[src/rtl/mem_bus_arbiter_pkg.sv]
// Shared types for the instruction/data memory-port arbiter.
// The ID type names the requester that owns each outstanding transaction.
package mem_bus_pkg;

    typedef enum logic {
        REQ_INSTR = 1'b0,
        REQ_DATA  = 1'b1
    } req_id_e;

    typedef enum logic {
        UNLOCKED = 1'b0,
        LOCKED   = 1'b1
    } lock_state_e;

    localparam int ARB_FIXED = 0;
    localparam int ARB_RR    = 1;

endpackage

[src/rtl/mem_bus_arbiter_if.sv]
// Core-side (instr + data) and memory-side req/gnt/valid signals of the arbiter.
// slave: the arbiter's view; master: the core and memory environment's view.
interface mem_bus_arbiter_if #(
    parameter int AW = 32,
    parameter int DW = 32
);
    logic            instr_req;
    logic [AW-1:0]   instr_addr;
    logic            instr_gnt;
    logic [DW-1:0]   instr_rdata;
    logic            instr_valid;
    logic            instr_err;

    logic            data_req;
    logic            data_wr;
    logic [AW-1:0]   data_addr;
    logic [DW-1:0]   data_wdata;
    logic [DW/8-1:0] data_be;
    logic            data_gnt;
    logic [DW-1:0]   data_rdata;
    logic            data_valid;
    logic            data_error;

    logic            mem_req;
    logic            mem_wr;
    logic [AW-1:0]   mem_addr;
    logic [DW-1:0]   mem_wdata;
    logic [DW/8-1:0] mem_be;
    logic            mem_gnt;
    logic [DW-1:0]   mem_rdata;
    logic            mem_valid;
    logic            mem_err;

    logic            spurious_rsp;

    modport slave (
        input  instr_req, instr_addr,
        output instr_gnt, instr_rdata, instr_valid, instr_err,
        input  data_req, data_wr, data_addr, data_wdata, data_be,
        output data_gnt, data_rdata, data_valid, data_error,
        output mem_req, mem_wr, mem_addr, mem_wdata, mem_be,
        input  mem_gnt, mem_rdata, mem_valid, mem_err,
        output spurious_rsp
    );

    modport master (
        output instr_req, instr_addr,
        input  instr_gnt, instr_rdata, instr_valid, instr_err,
        output data_req, data_wr, data_addr, data_wdata, data_be,
        input  data_gnt, data_rdata, data_valid, data_error,
        input  mem_req, mem_wr, mem_addr, mem_wdata, mem_be,
        output mem_gnt, mem_rdata, mem_valid, mem_err,
        input  spurious_rsp
    );
endinterface

[src/rtl/mem_bus_arbiter_id_fifo.sv]
// Small synchronous FIFO holding requester IDs of outstanding transactions.
// Push while full and pop while empty are ignored.
module mem_bus_id_fifo #(
    parameter int DEPTH = 2,
    parameter int WIDTH = 1
) (
    input  logic             clk,
    input  logic             rst_n,
    input  logic             push_i,
    input  logic [WIDTH-1:0] din_i,
    input  logic             pop_i,
    output logic             full_o,
    output logic             empty_o,
    output logic [WIDTH-1:0] head_o
);
    localparam int PW = (DEPTH > 1) ? $clog2(DEPTH) : 1;
    localparam int CW = $clog2(DEPTH + 1);

    logic [WIDTH-1:0] mem_q [DEPTH];
    logic [PW-1:0]    wptr_q, rptr_q;
    logic [CW-1:0]    cnt_q;
    logic             do_push, do_pop;

    function automatic logic [PW-1:0] ptr_inc(input logic [PW-1:0] p);
        return (p == PW'(DEPTH - 1)) ? '0 : p + PW'(1);
    endfunction

    assign full_o  = (cnt_q == CW'(DEPTH));
    assign empty_o = (cnt_q == '0);
    assign head_o  = mem_q[rptr_q];
    assign do_push = push_i && !full_o;
    assign do_pop  = pop_i && !empty_o;

    always_ff @(posedge clk) begin
        if (do_push) mem_q[wptr_q] <= din_i;
    end

    always_ff @(posedge clk) begin
        if (!rst_n) begin
            wptr_q <= '0;
            rptr_q <= '0;
            cnt_q  <= '0;
        end else begin
            if (do_push) wptr_q <= ptr_inc(wptr_q);
            if (do_pop)  rptr_q <= ptr_inc(rptr_q);
            if (do_push && !do_pop)      cnt_q <= cnt_q + CW'(1);
            else if (!do_push && do_pop) cnt_q <= cnt_q - CW'(1);
        end
    end
endmodule

[src/rtl/mem_bus_arbiter.sv]
// Shares one memory port between instruction fetch and LSU; holds a stalled winner
// until granted and routes in-order responses back via an ID FIFO.
module mem_bus_arbiter
    import mem_bus_pkg::*;
#(
    parameter int MAX_OUTST = 2,
    parameter int ARB_MODE  = ARB_FIXED,
    parameter int AW        = 32,
    parameter int DW        = 32
) (
    input  logic         clk,
    input  logic         reset_n,
    mem_bus_arbiter_if.slave bus
);
    localparam int BW = DW / 8;

    logic        active_q, en;
    lock_state_e state_q, state_d;
    req_id_e     lock_id_q, lock_id_d, last_q, last_d, win;
    logic        fifo_full, fifo_empty, any_req, mem_req, accept, pop;
    logic [0:0]  head;
    logic [AW-1:0] addr_mux;
    logic [DW-1:0] wdata_mux;
    logic [BW-1:0] be_mux;

    // Outputs stay quiet during reset and the cycle in which reset is released.
    always_ff @(posedge clk) begin
        if (!reset_n) active_q <= 1'b0;
        else          active_q <= 1'b1;
    end
    assign en = active_q && reset_n;

    always_ff @(posedge clk) begin
        if (!reset_n) begin
            state_q   <= UNLOCKED;
            lock_id_q <= REQ_INSTR;
            last_q    <= REQ_INSTR;
        end else begin
            state_q   <= state_d;
            lock_id_q <= lock_id_d;
            last_q    <= last_d;
        end
    end

    assign any_req = bus.instr_req || bus.data_req;
    assign mem_req = en && any_req && !fifo_full;
    assign accept  = mem_req && bus.mem_gnt;

    always_comb begin
        win       = REQ_INSTR;
        state_d   = UNLOCKED;
        lock_id_d = lock_id_q;
        last_d    = last_q;
        // A locked winner that retracts its request loses the lock to normal arbitration.
        if (state_q == LOCKED && ((lock_id_q == REQ_DATA) ? bus.data_req : bus.instr_req))
            win = lock_id_q;
        else if (bus.instr_req && bus.data_req)
            win = (ARB_MODE == ARB_RR && last_q == REQ_DATA) ? REQ_INSTR : REQ_DATA;
        else if (bus.data_req)
            win = REQ_DATA;
        if (mem_req && !bus.mem_gnt) begin
            state_d   = LOCKED;
            lock_id_d = win;
        end
        if (accept) last_d = win;
    end

    assign addr_mux  = (win == REQ_DATA) ? bus.data_addr  : bus.instr_addr;
    assign wdata_mux = (win == REQ_DATA) ? bus.data_wdata : '0;
    assign be_mux    = (win == REQ_DATA) ? bus.data_be    : '1;

    assign bus.mem_req   = mem_req;
    assign bus.mem_wr    = en && win == REQ_DATA && bus.data_wr;
    assign bus.mem_addr  = en ? addr_mux  : '0;
    assign bus.mem_wdata = en ? wdata_mux : '0;
    assign bus.mem_be    = en ? be_mux    : '0;
    assign bus.instr_gnt = accept && win == REQ_INSTR;
    assign bus.data_gnt  = accept && win == REQ_DATA;

    mem_bus_id_fifo #(
        .DEPTH(MAX_OUTST),
        .WIDTH(1)
    ) u_id_fifo (
        .clk    (clk),
        .rst_n  (reset_n),
        .push_i (accept),
        .din_i  (1'(win)),
        .pop_i  (pop),
        .full_o (fifo_full),
        .empty_o(fifo_empty),
        .head_o (head)
    );

    assign pop              = en && bus.mem_valid && !fifo_empty;
    assign bus.spurious_rsp = en && bus.mem_valid && fifo_empty;
    assign bus.instr_valid  = pop && req_id_e'(head) == REQ_INSTR;
    assign bus.data_valid   = pop && req_id_e'(head) == REQ_DATA;
    assign bus.instr_err    = bus.instr_valid && bus.mem_err;
    assign bus.data_error   = bus.data_valid && bus.mem_err;
    assign bus.instr_rdata  = en ? bus.mem_rdata : '0;
    assign bus.data_rdata   = en ? bus.mem_rdata : '0;
endmodule

[src/flat_wrapper.sv]
// flat-port wrapper written by rule: the top's interface ports become plain ports
module mem_bus_arbiter_flat import mem_bus_pkg::*;
#(
    parameter int MAX_OUTST = 2,
    parameter int ARB_MODE  = ARB_FIXED,
    parameter int AW        = 32,
    parameter int DW        = 32
)
  (clk, reset_n, bus_instr_req, bus_instr_addr, bus_instr_gnt, bus_instr_rdata, bus_instr_valid, bus_instr_err, bus_data_req, bus_data_wr, bus_data_addr, bus_data_wdata, bus_data_be, bus_data_gnt, bus_data_rdata, bus_data_valid, bus_data_error, bus_mem_req, bus_mem_wr, bus_mem_addr, bus_mem_wdata, bus_mem_be, bus_mem_gnt, bus_mem_rdata, bus_mem_valid, bus_mem_err, bus_spurious_rsp);
  mem_bus_arbiter_if #(.AW(AW), .DW(DW)) bus_i ();
  input  logic clk;
  input  logic reset_n;
  input wire logic [$bits(bus_i.instr_req)-1:0] bus_instr_req;
  input wire logic [$bits(bus_i.instr_addr)-1:0] bus_instr_addr;
  output wire logic [$bits(bus_i.instr_gnt)-1:0] bus_instr_gnt;
  output wire logic [$bits(bus_i.instr_rdata)-1:0] bus_instr_rdata;
  output wire logic [$bits(bus_i.instr_valid)-1:0] bus_instr_valid;
  output wire logic [$bits(bus_i.instr_err)-1:0] bus_instr_err;
  input wire logic [$bits(bus_i.data_req)-1:0] bus_data_req;
  input wire logic [$bits(bus_i.data_wr)-1:0] bus_data_wr;
  input wire logic [$bits(bus_i.data_addr)-1:0] bus_data_addr;
  input wire logic [$bits(bus_i.data_wdata)-1:0] bus_data_wdata;
  input wire logic [$bits(bus_i.data_be)-1:0] bus_data_be;
  output wire logic [$bits(bus_i.data_gnt)-1:0] bus_data_gnt;
  output wire logic [$bits(bus_i.data_rdata)-1:0] bus_data_rdata;
  output wire logic [$bits(bus_i.data_valid)-1:0] bus_data_valid;
  output wire logic [$bits(bus_i.data_error)-1:0] bus_data_error;
  output wire logic [$bits(bus_i.mem_req)-1:0] bus_mem_req;
  output wire logic [$bits(bus_i.mem_wr)-1:0] bus_mem_wr;
  output wire logic [$bits(bus_i.mem_addr)-1:0] bus_mem_addr;
  output wire logic [$bits(bus_i.mem_wdata)-1:0] bus_mem_wdata;
  output wire logic [$bits(bus_i.mem_be)-1:0] bus_mem_be;
  input wire logic [$bits(bus_i.mem_gnt)-1:0] bus_mem_gnt;
  input wire logic [$bits(bus_i.mem_rdata)-1:0] bus_mem_rdata;
  input wire logic [$bits(bus_i.mem_valid)-1:0] bus_mem_valid;
  input wire logic [$bits(bus_i.mem_err)-1:0] bus_mem_err;
  output wire logic [$bits(bus_i.spurious_rsp)-1:0] bus_spurious_rsp;
  assign bus_i.instr_req = bus_instr_req;
  assign bus_i.instr_addr = bus_instr_addr;
  assign bus_instr_gnt = bus_i.instr_gnt;
  assign bus_instr_rdata = bus_i.instr_rdata;
  assign bus_instr_valid = bus_i.instr_valid;
  assign bus_instr_err = bus_i.instr_err;
  assign bus_i.data_req = bus_data_req;
  assign bus_i.data_wr = bus_data_wr;
  assign bus_i.data_addr = bus_data_addr;
  assign bus_i.data_wdata = bus_data_wdata;
  assign bus_i.data_be = bus_data_be;
  assign bus_data_gnt = bus_i.data_gnt;
  assign bus_data_rdata = bus_i.data_rdata;
  assign bus_data_valid = bus_i.data_valid;
  assign bus_data_error = bus_i.data_error;
  assign bus_mem_req = bus_i.mem_req;
  assign bus_mem_wr = bus_i.mem_wr;
  assign bus_mem_addr = bus_i.mem_addr;
  assign bus_mem_wdata = bus_i.mem_wdata;
  assign bus_mem_be = bus_i.mem_be;
  assign bus_i.mem_gnt = bus_mem_gnt;
  assign bus_i.mem_rdata = bus_mem_rdata;
  assign bus_i.mem_valid = bus_mem_valid;
  assign bus_i.mem_err = bus_mem_err;
  assign bus_spurious_rsp = bus_i.spurious_rsp;
  mem_bus_arbiter #(.MAX_OUTST(MAX_OUTST), .ARB_MODE(ARB_MODE), .AW(AW), .DW(DW)) u_core (.clk(clk), .reset_n(reset_n), .bus(bus_i));
endmodule
[config.mk]
export PLATFORM = sky130hd
export DESIGN_NAME = mem_bus_arbiter_flat
export DESIGN_NICKNAME = d
export VERILOG_FILES = /design/src/rtl/mem_bus_arbiter_pkg.sv /design/src/rtl/mem_bus_arbiter_if.sv /design/src/rtl/mem_bus_arbiter_id_fifo.sv /design/src/rtl/mem_bus_arbiter.sv /design/src/flat_wrapper.sv
export SDC_FILE = /design/constraint.sdc
export NUM_CORES = 1
export LEC_CHECK = 0
export CAP_MARGIN = 20
export CORE_AREA = 2 2 109 111
export DETAILED_ROUTE_END_ITERATION = 10
export DIE_AREA = 0 0 111 113
export GPL_ROUTABILITY_DRIVEN = 0
export HOLD_SLACK_MARGIN = 0.12
export PLACE_DENSITY = 0.65
export SYNTH_ARGS = -nofsm -noshare
export SYNTH_HDL_FRONTEND = slang
export SYNTH_SLANG_ARGS = --single-unit
[constraint.sdc]
create_clock -name clk -period 2.53 [get_ports clk]
set_clock_uncertainty 0.05 [all_clocks]
set_input_delay 0.506 -clock clk [delete_from_list [all_inputs] [get_ports clk]]
set_output_delay 0.506 -clock clk [all_outputs]
set_load 0.03 [all_outputs]
[Word-level counts from Yosys, hierarchy flattened]
Memories as Yosys holds them, arrays and structs flattened. A register that Yosys moved wholly into a read port is not among the register bits.
Cells that the tools add are included.
Word-level totals
  input port bits: 140
  word-level logic and storage cells: 65
  output and inout bits: 141
  memory bits (writable): 2
  memories kept: 1
  register bits: 7
Cells by class
  equal/unequal tests: 1
  reductions and logical operators: 30
  $add $sub $neg: 4
  muxes and demuxes: 21
  bitwise operators: 2
Memories
  u_core.u_id_fifo.mem_q: words 2, width 1, read ports 1, clocked after memory_dff 1, write ports 1, RTL line mem_bus_arbiter_id_fifo.sv:19  | logic [WIDTH-1:0] mem_q [DEPTH];
Operators by type and width (count)
  $mux W32: 5
  $logic_and A1 B1 Y1: 22
  $mux W1: 12
  $mux W4: 2
  $logic_not A1 Y1: 5
  $mux W2: 2
  $add A1 B1 Y1 const B: 2
  $add A2 B1 Y2 const B: 1
  $eq A2 B2 Y1 const B: 1
  $logic_not A2 Y1: 1
  $not A1 Y1: 2
  $reduce_bool A2 Y1: 1
  $sub A2 B1 Y2 const B: 1
  $logic_or A1 B1 Y1: 1

[Depth between registers and ports, before layout]
Gate-level depths: netlist of run 1.
  depth after elaboration: 9
  depth in mapped cells: 9
  gate-level depth less buffers: 7

[Hierarchy]
Synthesis of run 1 repeated with hierarchy kept, for this count alone.
Second synthesis, totals
  cells, all modules: 280
  area total of the unflattened synthesis: 1834.3 um^2
By module, submodules not included
  mem_bus_arbiter: area an instance 1529.0 um^2, cells each 252, instances 1, sequential area each 60.1 um^2
  mem_bus_id_fifo: area an instance 305.3 um^2, cells each 28, instances 1, sequential area each 160.2 um^2

[Least setup slack after synthesis of run 1]
OpenSTA, ideal clock, no wires.
  kind: input -> output
  start point: input bus_data_req
  end point: output bus_mem_addr[26]
  setup slack: 154 ps
  required time: 1974 ps
  stages: 6
  arrival time: 1820 ps
  path buffers: 3
  path through: buf_4 -> nand2_2 -> inv_2 -> buf_2 -> buf_2 -> o21ai_0
On the way
  word-level cells in the longest chain between the ends: 5
  elaborated cells on any way between the ends: 8
  classes of those cells: mux (6); reduce/logical (2)
RTL lines
  start, declared: RTL line flat_wrapper.sv:19  | input wire logic [$bits(bus_i.data_req)-1:0] bus_data_req;
  $mux W1, or another cell as far along: RTL line mem_bus_arbiter.sv:59  | else if (bus.data_req)
  $mux W1 or $logic_and A1 B1 Y1 (tied branches): RTL line mem_bus_arbiter.sv:57, mem_bus_arbiter.sv:55
  $mux W1 *: RTL line mem_bus_arbiter.sv:55  | if (state_q == LOCKED && ((lock_id_q == REQ_DATA) ? bus.data_req : bus.instr_req))
  via u_core.u_id_fifo.din_i: RTL line mem_bus_arbiter_id_fifo.sv:10  | input logic [WIDTH-1:0] din_i,
  $mux W32 *: RTL line mem_bus_arbiter.sv:68  | assign addr_mux = (win == REQ_DATA) ? bus.data_addr : bus.instr_addr;
  $mux W32 *: RTL line mem_bus_arbiter.sv:74  | assign bus.mem_addr = en ? addr_mux : '0;
  end, declared: RTL line flat_wrapper.sv:30  | output wire logic [$bits(bus_i.mem_addr)-1:0] bus_mem_addr;
Mark *: on every way through the listed nets, which the timed path passes. The rest lies on a longest branch.

[Worst setup path in the final report of run 1]
  start point: input bus_instr_req
  end point: output bus_mem_addr[13]
On the way
  word-level cells in the longest chain between the ends: 5
  elaborated cells on any way between the ends: 7
  classes of those cells: mux (5); reduce/logical (2)
RTL lines
  start, declared: RTL line flat_wrapper.sv:13  | input wire logic [$bits(bus_i.instr_req)-1:0] bus_instr_req;
  $logic_and A1 B1 Y1 or $mux W1 (tied branches): RTL line mem_bus_arbiter.sv:57, mem_bus_arbiter.sv:55
  $mux W1 or $logic_and A1 B1 Y1 (tied branches): RTL line mem_bus_arbiter.sv:57, mem_bus_arbiter.sv:55
  $mux W1 *: RTL line mem_bus_arbiter.sv:55
  $mux W32 *: RTL line mem_bus_arbiter.sv:68
  $mux W32 *: RTL line mem_bus_arbiter.sv:74
Every way passes the cells marked *; elsewhere a longest branch is shown, timed or not.

==> results.sh, run 1 <==
export IMPL_use_met2_pct=26.95
export IMPL_powerDensity_nw_per_um2=270.6
export IMPL_dp_hpwl_um=7853
export IMPL_crit_required_ps=1970
export IMPL_crit_arrival_ps=1900
export IMPL_synthArstFlopShare_pct=0
export IMPL_use_met1_pct=16.21
export IMPL_relSlewSlack_pct=80.68
export IMPL_ys_ff_latch=10
export IMPL_finalCritPeriodShare_pct=96.89
export IMPL_status="complete, no violations"
export IMPL_fmax_ghz=0.4079
export IMPL_chipWidth_um=111
export IMPL_setup_worst_path_class="input pin to primary output"
export IMPL_core_um2=11270
export IMPL_slew_violations=0
export IMPL_track_usage_pct=14.01
export IMPL_dpl_cell_count=650
export IMPL_syn_nets=419
export IMPL_grt_busiest_layer="met2"
export IMPL_syn_cell_area_um2=1798
export IMPL_synth_cell_type_count=31
export IMPL_antenna_cells=0
export IMPL_ys_seq_area_share_pct=12.25
export IMPL_fill_cells=1154
export IMPL_h_tree_depth=1
export IMPL_worstPathMaxFanout=32
export IMPL_wl_um=9603
export IMPL_p_leak_nw=2.197
export IMPL_io_pin_count=281
export IMPL_route_detailed_drc=0
export IMPL_grt_pass1_vias=2890
export IMPL_row_count=39
export IMPL_yosys_cell_count_top_type="and3_1"
export IMPL_clk_path_buf_depth=2
export IMPL_yosys_top_cells_count="66 x and3_1, 38 x buf_4, 36 x nand2_1, 32 x nand4_1, 27 x o21ai_0"
export IMPL_startpoint_type="input pin"
export IMPL_finalCriticalPeriod_ps=2451
export IMPL_synth_top_area_cell="and3_1"
export IMPL_drt_initial_drc_count=120
export IMPL_synth_avg_cell_area_um2=6.468
export IMPL_ir_worst_vdd_mv=0.2045
export IMPL_initial_core_util_pct=15.95
export IMPL_cp_end_kind="primary output"
export IMPL_root_buffer="clkbuf_16"
export IMPL_cts_tree="done"
export IMPL_gr_total_overflow=0
export IMPL_ys_top_cells_by_area="and3_1 23%, buf_4 16%, nand4_1 11%, dfxtp_1 8.9%, nand2_1 7.5%"
export IMPL_final_cells=656
export IMPL_drive_gt1_share_pct=33.14
export IMPL_grt_first_pass_wirelength_um=14760
export IMPL_vias=2858
export IMPL_power_total_mw=1.198
export IMPL_netlist_area_leader_share_pct=22.96
export IMPL_antenna_found_initial=0
export IMPL_rsz0062_at_grt="false"
export IMPL_design_die_area_um2=12540
export IMPL_dr_pass1_iters=4
export IMPL_hold_ws_ps=408.7
export IMPL_worstHoldPathType="register to register"
export IMPL_clk_latency_ps=230
export IMPL_maxCapViolCount=0
export IMPL_met3_usage_pct=2.839
export IMPL_synth_edf_count=2
export IMPL_grt_max_degree=58
export IMPL_yosysWarningCount=0
export IMPL_path_clk_slew_ps=40
export IMPL_hold_viol=0
export IMPL_nNetsFinal=655
export IMPL_numCtsBuffers=3
export IMPL_synthFlopType="dfxtp_1"
export IMPL_finalSetupViolCount=0
export IMPL_syn_inst=278
export IMPL_vias_per_cell=4.357
export IMPL_clock_sinks=10
export IMPL_wl_per_cell_um=14.64
export IMPL_ant_nets=0
export IMPL_area_delta_synth_final_pct=146.3
export IMPL_tightest_slew_ps=288.6
export IMPL_io_buffers=280
export IMPL_die_h_um=113
-- worst paths after layout --
kind / start / to / slack [ps] / depth (start not counted)
worst max register to register: u_core.active_q / u_core.u_id_fifo.cnt_q[1] / 570 / 7
worst max-delay path: bus_instr_req / bus_mem_addr[13] / 80 / 7
worst min register to register: u_core.u_id_fifo.rptr_q / u_core.u_id_fifo.rptr_q / 410 / 1
worst min-delay path: u_core.u_id_fifo.rptr_q / u_core.u_id_fifo.rptr_q / 410 / 1
-- layout make-up --
cell class | instances | area (um^2) | area share (%)
repair buffers | 296 | 2758 | 62.28
multi-input cells | 201 | 1185 | 26.76
flip-flops and latches | 10 | 220.2 | 4.973
well taps | 143 | 178.9 | 4.041
clock buffers | 3 | 75.07 | 1.695
inverters | 2 | 7.507 | 0.1695
clock inverters | 1 | 3.754 | 0.08477
-- routing by layer --
layer  wire, um  share of wire, %
met5          0                 0
met3        641               6.7
met2       5181                54
met4         71              0.74
met1       3708                39
-- critical path, cell delays in order --
cell             delay [ps]
clkdlybuf4s50_1         550
nand3b_4                110
nand2_2                  90
inv_2                    60
buf_12                  160
o21ai_0                 220
buf_4                   200
-- flip-flops by register name, indices dropped and copies added, names as in the netlist, named ones only --
signal and flops:
u_core.state_q 1, u_core.u_id_fifo.mem_q 2, u_core.u_id_fifo.rptr_q 1, u_core.u_id_fifo.wptr_q 1, u_core.lock_id_q 1, u_core.u_id_fifo.cnt_q 2
u_core.active_q 1
-- stage by stage --
stage / setup slack, ps / area, um^2 / setup TNS [ps] / utilization [%]
finish: 78.70 / 4428 / 0 / 39.28
global route: 12.66 / 4428 / 0 / 39.28
CTS: 7.887 / 4412 / 0 / 39.14
detailed placement: -143.3 / 4312 / -639.9 / 38.25
global placement: -150.9 / 4312 / -338.5 / 38.25
floorplan: 154.4 / 1798 / 0 / -
-- repair_timing --
item | 4_1_cts | 5_1_grt
gates resized for setup | 5 | 7
cloned | 0 | 0
setup endpoints to repair | 16 | 12
buffers inserted | 2 | 0
hold buffers | 0 | 0
-- where the power goes --
| group | switching [mW] | total (mW) | leakage [nW] | internal [mW] |
|---|---|---|---|---|
| combinational | 0.358 | 0.738 | 2.07 | 0.380 |
| sequential | 0.00860 | 0.180 | 0.0837 | 0.172 |
| clock | 0.0724 | 0.279 | 0.0385 | 0.207 |
-- layout by cell type (no fill, tap or decap), types with 2 or more instances in the layout --
master	count
o21ai_1	8
clkbuf_16	3
buf_4	140
nand4_1	32
buf_12	14
o21ai_0	24
nand2_1	36
buf_6	3
mux2i_1	5
dfxtp_1	8
clkdlybuf4s50_1	137
nor2_1	7
and3_1	66
edfxtp_1	2
o21a_1	4
nor3_1	2
-- cells by family after synthesis --
kind of cell    Yosys count  synth area share [%]
fa+ha+maj                 1                0.6958
flops                    10                 12.25
simple gates            151                 47.32
buf+inv                  67                 22.48
xor+xnor                  2                0.9744
mux                       6                 3.410
compound gates           41                 12.87
Power figures use the tool's default switching activity.
==> inputs of run 2 (changes only) <==
--- a/config.mk
+++ b/config.mk
@@ -12,6 +12,7 @@
 export GPL_ROUTABILITY_DRIVEN = 0
 export HOLD_SLACK_MARGIN = 0.12
 export PLACE_DENSITY = 0.65
+export SKIP_LAST_GASP = 1
 export SYNTH_ARGS = -nofsm -noshare
 export SYNTH_HDL_FRONTEND = slang
 export SYNTH_SLANG_ARGS = --single-unit
==> run 2 against run 1 <==
Die area is the same; critical path type unchanged; combinational power is essentially flat; largest power group unchanged; utilization is essentially flat; via count shrank 0.17%.
==> results.sh, run 2 (same netlist as run 1, synthesis figures left out) <==
export IMPL_grt_first_pass_wirelength_um=14770
export IMPL_startpoint_type="input pin"
export IMPL_dr_pass1_iters=4
export IMPL_hold_ws_ps=408.7
export IMPL_slew_violations=0
export IMPL_status="complete, no violations"
export IMPL_rr_startpoint="u_core.active_q"
export IMPL_wl_met1_um=3744
export IMPL_clk_path_buf_depth=2
export IMPL_io_pin_count=281
export IMPL_holdBufCountCts=0
export IMPL_top_regs="u_core.u_id_fifo.cnt_q x2, u_core.u_id_fifo.mem_q x2"
export IMPL_worstHoldPathType="register to register"
export IMPL_antenna_found_initial=0
export IMPL_route_met3_wl_um=625
export IMPL_worstPathMaxFanout=32
export IMPL_drt_initial_drc_count=113
export IMPL_wl_per_cell_um=14.63
export IMPL_die_h_um=113
export IMPL_path_clk_slew_ps=40
export IMPL_cp_startpoint="bus_instr_req"
export IMPL_vias=2853
export IMPL_hold_start="u_core.u_id_fifo.rptr_q"
export IMPL_finalSetupViolCount=0
export IMPL_layout_commonest_cell="buf_4"
export IMPL_finalCriticalPeriod_ps=2448
export IMPL_ir_worst_vdd_mv=0.2046
export IMPL_nNetsFinal=655
export IMPL_vias_per_cell=4.349
export IMPL_track_usage_pct=14.02
export IMPL_maxCapViolCount=0
export IMPL_core_um2=11270
export IMPL_wl_met2_um=5153
export IMPL_antenna_cells=0
export IMPL_final_core_util_pct=39.25
export IMPL_clk_latency_ps=230
export IMPL_root_buffer="clkbuf_16"
export IMPL_powerDensity_nw_per_um2=270.6
export IMPL_setup_worst_path_class="input pin to primary output"
export IMPL_crit_arrival_ps=1890
export IMPL_io_buffers=280
export IMPL_rrSetupSlack_ps=570
export IMPL_finalCritPeriodShare_pct=96.75
export IMPL_numCtsBuffers=3
export IMPL_ant_nets=0
export IMPL_design_die_area_um2=12540
export IMPL_initial_core_util_pct=15.95
export IMPL_clock_sinks=10
export IMPL_hold_viol=0
export IMPL_dp_hpwl_um=7853
export IMPL_fmax_ghz=0.4085
export IMPL_h_tree_depth=1
export IMPL_grt_max_degree=58
export IMPL_crit_required_ps=1970
export IMPL_tightest_slew_ps=355.0
export IMPL_relSlewSlack_pct=76.33
export IMPL_route_detailed_drc=0
export IMPL_chipWidth_um=111
export IMPL_grt_pass1_vias=2891
export IMPL_drive_gt1_share_pct=32.94
export IMPL_area_delta_synth_final_pct=146.1
export IMPL_wl_um=9594
export IMPL_row_count=39
export IMPL_cts_tree="done"
export IMPL_cp_end_kind="primary output"
export IMPL_p_leak_nw=2.202
export IMPL_highest_layer="met4"
export IMPL_rsz0062_at_grt="true"
export IMPL_fill_cells=1150
export IMPL_gr_total_overflow=0
export IMPL_mostFrequentLayoutCells="141 x buf_4, 137 x clkdlybuf4s50_1, 66 x and3_1"
[run 2: cell types whose count changed in the layout (fill, tap and decap cells not counted)]
cell / before / now
dlymetal6s2s_1: 1 / 2
buf_6: 3 / 2
o21ai_2: 1 / 0
buf_4: 140 / 141
o21ai_1: 8 / 9
dlygate4sd2_1: 1 / 0
[run 2: worst paths after layout]
path,end,cells past startpoint
min,u_core.u_id_fifo.rptr_q,1
max reg2reg,u_core.u_id_fifo.cnt_q[1],7
min reg2reg,u_core.u_id_fifo.rptr_q,1
max,bus_mem_addr[13],7
[run 2: metal layers]
metal  vias to the layer above  global-route usage, %
li1                       1426                      -
met1                      1299                  16.24
met2                       122                  26.95
met3                         6                  2.839
met4                         0                  2.333
met5                         -                      0
[run 2: where the power goes]
group          switching, mW  internal (mW)
combinational          0.357          0.380
sequential           0.00858          0.172
clock                 0.0724          0.207
total                  0.438          0.759
[run 2: final cells by class]
class	instances	area, um^2	share of cell area, %
Clock buffer	3	75.07	1.697
Clock inverter	1	3.754	0.08484
Inverter	2	7.507	0.1697
Multi-Input combinational cell	201	1181	26.70
Sequential cell	10	220.2	4.977
Tap cell	143	178.9	4.044
Timing Repair Buffer	296	2758	62.33
[run 2: worst max-delay path, stage by stage]
cell and delay (ps):
clkdlybuf4s50_1 550, nand3b_4 110, nand2_2 90, inv_2 60
buf_12 160, o21ai_0 210, buf_4 200
[run 2: through the flow]
stage	power, mW	instances	worst slack, ps	instance area, um^2	TNS (ps)
finish	1.197	656	82.10	4424	0
detailed placement	0.9171	650	-143.3	4312	-639.9
global placement	0.9111	650	-150.9	4312	-338.5
global route	1.261	656	-2.687	4424	-2.687
CTS	1.208	656	-40.19	4409	-89.78
floorplan	0.5286	278	154.4	1798	0
[run 2: repair_timing]
item | CTS | global route
setup endpoints to repair | 16 | 31
buffers inserted | 2 | 0
cloned | 0 | 0
endpoints found under the hold margin | 0 | 0
resized for setup | 3 | 7
==> inputs of run 3 (changes only) <==
--- a/config.mk
+++ b/config.mk
@@ -5,13 +5,15 @@
 export SDC_FILE = /design/constraint.sdc
 export NUM_CORES = 1
 export LEC_CHECK = 0
+export ABC_AREA = 1
+export ABC_CLOCK_PERIOD_IN_PS = 2530
 export CAP_MARGIN = 20
-export CORE_AREA = 2 2 109 111
+export CORE_AREA = 2 2 108 110
 export DETAILED_ROUTE_END_ITERATION = 10
-export DIE_AREA = 0 0 111 113
+export DIE_AREA = 0 0 110 112
 export GPL_ROUTABILITY_DRIVEN = 0
 export HOLD_SLACK_MARGIN = 0.12
-export PLACE_DENSITY = 0.65
+export PLACE_DENSITY = 0.68
 export SKIP_LAST_GASP = 1
 export SYNTH_ARGS = -nofsm -noshare
 export SYNTH_HDL_FRONTEND = slang
==> run 3 against run 2 <==
First-iteration DRC count is 5.3% lower; critical endpoint is now bus_mem_wdata[12]; critical path depth is 1 higher; largest cell class unchanged; total power grew 1.0%.
==> results.sh, run 3 <==
export IMPL_setup_worst_path_class="input pin to primary output"
export IMPL_wl_per_cell_um=11.35
export IMPL_powerDensity_nw_per_um2=269.2
export IMPL_final_setup_worst_slack_ps=92.96
export IMPL_gr_total_overflow=0
export IMPL_syn_inst=357
export IMPL_placed_cell_area_um2=4409
export IMPL_hold_viol=0
export IMPL_top_regs="u_core.u_id_fifo.cnt_q x2, u_core.u_id_fifo.mem_q x2"
export IMPL_worstHoldPathType="register to register"
export IMPL_path_clk_slew_ps=40
export IMPL_power_total_mw=1.209
export IMPL_finalCriticalPeriod_ps=2437
export IMPL_cts_tree="done"
export IMPL_clock_sinks=10
export IMPL_maxCapViolCount=0
export IMPL_crit_required_ps=1970
export IMPL_mostFrequentLayoutCells="144 x buf_4, 139 x clkdlybuf4s50_1, 128 x nor2_1"
export IMPL_worstPathMaxFanout=33
export IMPL_clk_latency_ps=240
export IMPL_numCtsBuffers=3
export IMPL_clk_path_buf_depth=2
export IMPL_io_buffers=280
export IMPL_grt_max_degree=34
export IMPL_cpMaxStageDelayCell="clkdlybuf4s50_1"
export IMPL_fill_cells=1151
export IMPL_startpoint_type="input pin"
export IMPL_ys_top_cells_by_area="nor2_1 25%, inv_1 16%, buf_4 13%, o21ai_2 11%, dfxtp_1 8.2%"
export IMPL_rrSetupSlack_ps=840
export IMPL_row_count=39
export IMPL_holdBufCountCts=0
export IMPL_area_delta_synth_final_pct=129.4
export IMPL_yosys_cell_count_top_type="nor2_1"
export IMPL_ys_ff_latch=10
export IMPL_crit_chain="clkdlybuf4s50_1, nand3_1, nand2_2, inv_6, nand2_2, buf_12, nor2_1, buf_12"
export IMPL_synth_top_area_cell="nor2_1"
export IMPL_ant_nets=0
export IMPL_die_h_um=112
export IMPL_syn_cell_area_um2=1958
export IMPL_yosysWarningCount=0
export IMPL_p_leak_nw=2.427
export IMPL_synth_edf_count=2
export IMPL_yosys_top_cells_count="128 x nor2_1, 85 x inv_1, 34 x buf_4, 25 x o21ai_2"
export IMPL_core_um2=11170
export IMPL_hold_start="u_core.u_id_fifo.rptr_q"
export IMPL_rsz0062_at_grt="true"
export IMPL_h_tree_depth=1
export IMPL_synth_cell_type_count=28
export IMPL_fmax_ghz=0.4103
export IMPL_slew_violations=0
export IMPL_vias_per_cell=3.834
export IMPL_finalSetupViolCount=0
export IMPL_design_die_area_um2=12320
export IMPL_pre_cts_slack_ps=35.34
export IMPL_grt_first_pass_wirelength_um=11910
export IMPL_finalCritPeriodShare_pct=96.33
export IMPL_dp_hpwl_um=7317
export IMPL_layout_commonest_cell="buf_4"
export IMPL_io_pin_count=281
export IMPL_syn_nets=498
export IMPL_r2r_cells=11
export IMPL_route_detailed_drc=0
export IMPL_slowest_delay_ps=420
export IMPL_root_buffer="clkbuf_16"
export IMPL_synthArstFlopShare_pct=0
export IMPL_status="complete, no violations"
export IMPL_track_usage_pct=11.95
export IMPL_antenna_cells=0
export IMPL_chipWidth_um=110
export IMPL_hold_path_depth=3
export IMPL_wl_um=8478
export IMPL_r2r_end="u_core.u_id_fifo.cnt_q[1]"
export IMPL_netlist_area_leader_share_pct=24.54
export IMPL_grt_pass1_vias=2508
export IMPL_synth_avg_cell_area_um2=5.485
export IMPL_tightest_slew_ps=339.5
export IMPL_hold_ws_ps=467.4
export IMPL_drive_gt1_share_pct=33.94
export IMPL_initial_core_util_pct=17.52
export IMPL_drt_initial_drc_count=107
export IMPL_rr_startpoint="u_core.active_q"
export IMPL_relSlewSlack_pct=77.13
export IMPL_vias=2864
export IMPL_ir_worst_vdd_mv=0.1757
export IMPL_crit_arrival_ps=1880
export IMPL_dr_pass1_iters=4
export IMPL_antenna_found_initial=0
export IMPL_final_area_um2=4492
export IMPL_nNetsFinal=746
export IMPL_ys_seq_area_share_pct=11.25
export IMPL_final_core_util_pct=40.20
export IMPL_cp_end_kind="primary output"
export IMPL_synthFlopType="dfxtp_1"
run 3: changes by cell type in the layout (fill, tap and decap cells not counted), moves of 4 or more:
cell and delta:
nor2_1 +121, inv_1 +84, and3_1 -66, nand4_1 -30, o21ai_2 +25, nand2_1 -22, o21ai_0 -15, nor2_2 +14
buf_12 -5, mux2i_1 -5, o21ai_1 -5, o21a_1 -4
run 3: how the worst max path moves through the flow:
stage / start / slack [ps] / cells after the start / end
after floorplan: bus_instr_req / 470 / 6 / bus_mem_addr[10]
after detailed placement: reset_n / 40 / 7 / bus_mem_wdata[12]
after CTS: reset_n / 30 / 7 / bus_mem_wdata[12]
after global routing: bus_instr_req / -3 / 7 / bus_mem_addr[31]
final: bus_instr_req / 90 / 8 / bus_mem_wdata[12]
after global placement: reset_n / 70 / 7 / bus_mem_wdata[12]
run 3: what timing repair did:
item | 4_1_cts | 5_1_grt
buffers inserted | 0 | 0
gates resized for setup | 0 | 2
setup endpoints to repair | 0 | 2
run 3: power by group:
part / switching (mW) / internal [mW] / leakage (nW)
Clock: 0.0735 / 0.207 / 0.0385
Combinational: 0.382 / 0.373 / 2.30
Sequential: 0.00304 / 0.170 / 0.0836
run 3: layout make-up:
class | count | area [um^2] | area share, %
tap | 143 | 178.9 | 3.983
multi-input combinational | 211 | 1027 | 22.87
clock buffer | 3 | 75.07 | 1.671
sequential | 10 | 220.2 | 4.903
inverter | 87 | 334.1 | 7.437
timing repair buffer | 292 | 2653 | 59.05
clock inverter | 1 | 3.754 | 0.08357
run 3: cell families after synthesis:
group | count (synthesis) | share of synthesized area, %
flops | 10 | 11.25
compound gates | 39 | 14.76
simple gates | 171 | 36.93
buf+inv | 136 | 36.42
fa+ha+maj | 1 | 0.6389
run 3: through the flow:
| stage | std cells | setup TNS, ps |
|---|---|---|
| global route | 747 | -4.639 |
| detailed placement | 743 | 0 |
| floorplan | 357 | 0 |
| CTS | 747 | 0 |
| global placement | 743 | 0 |
| finish | 747 | 0 |
run 3: per-layer routing:
layer / vias up / GRT usage, % / routed length, um
met5: - / 0 / 0
met3: 6 / 1.991 / 1082
met4: 0 / 2.363 / 66
met2: 170 / 22.82 / 4235
li1: 1484 / - / -
met1: 1204 / 13.57 / 3093
run 3: worst max-delay path, delay by kind of cell:
kind | cells | cell delay, ps
buffers and inverters | 4 | 880
and+or+nand+nor | 4 | 480
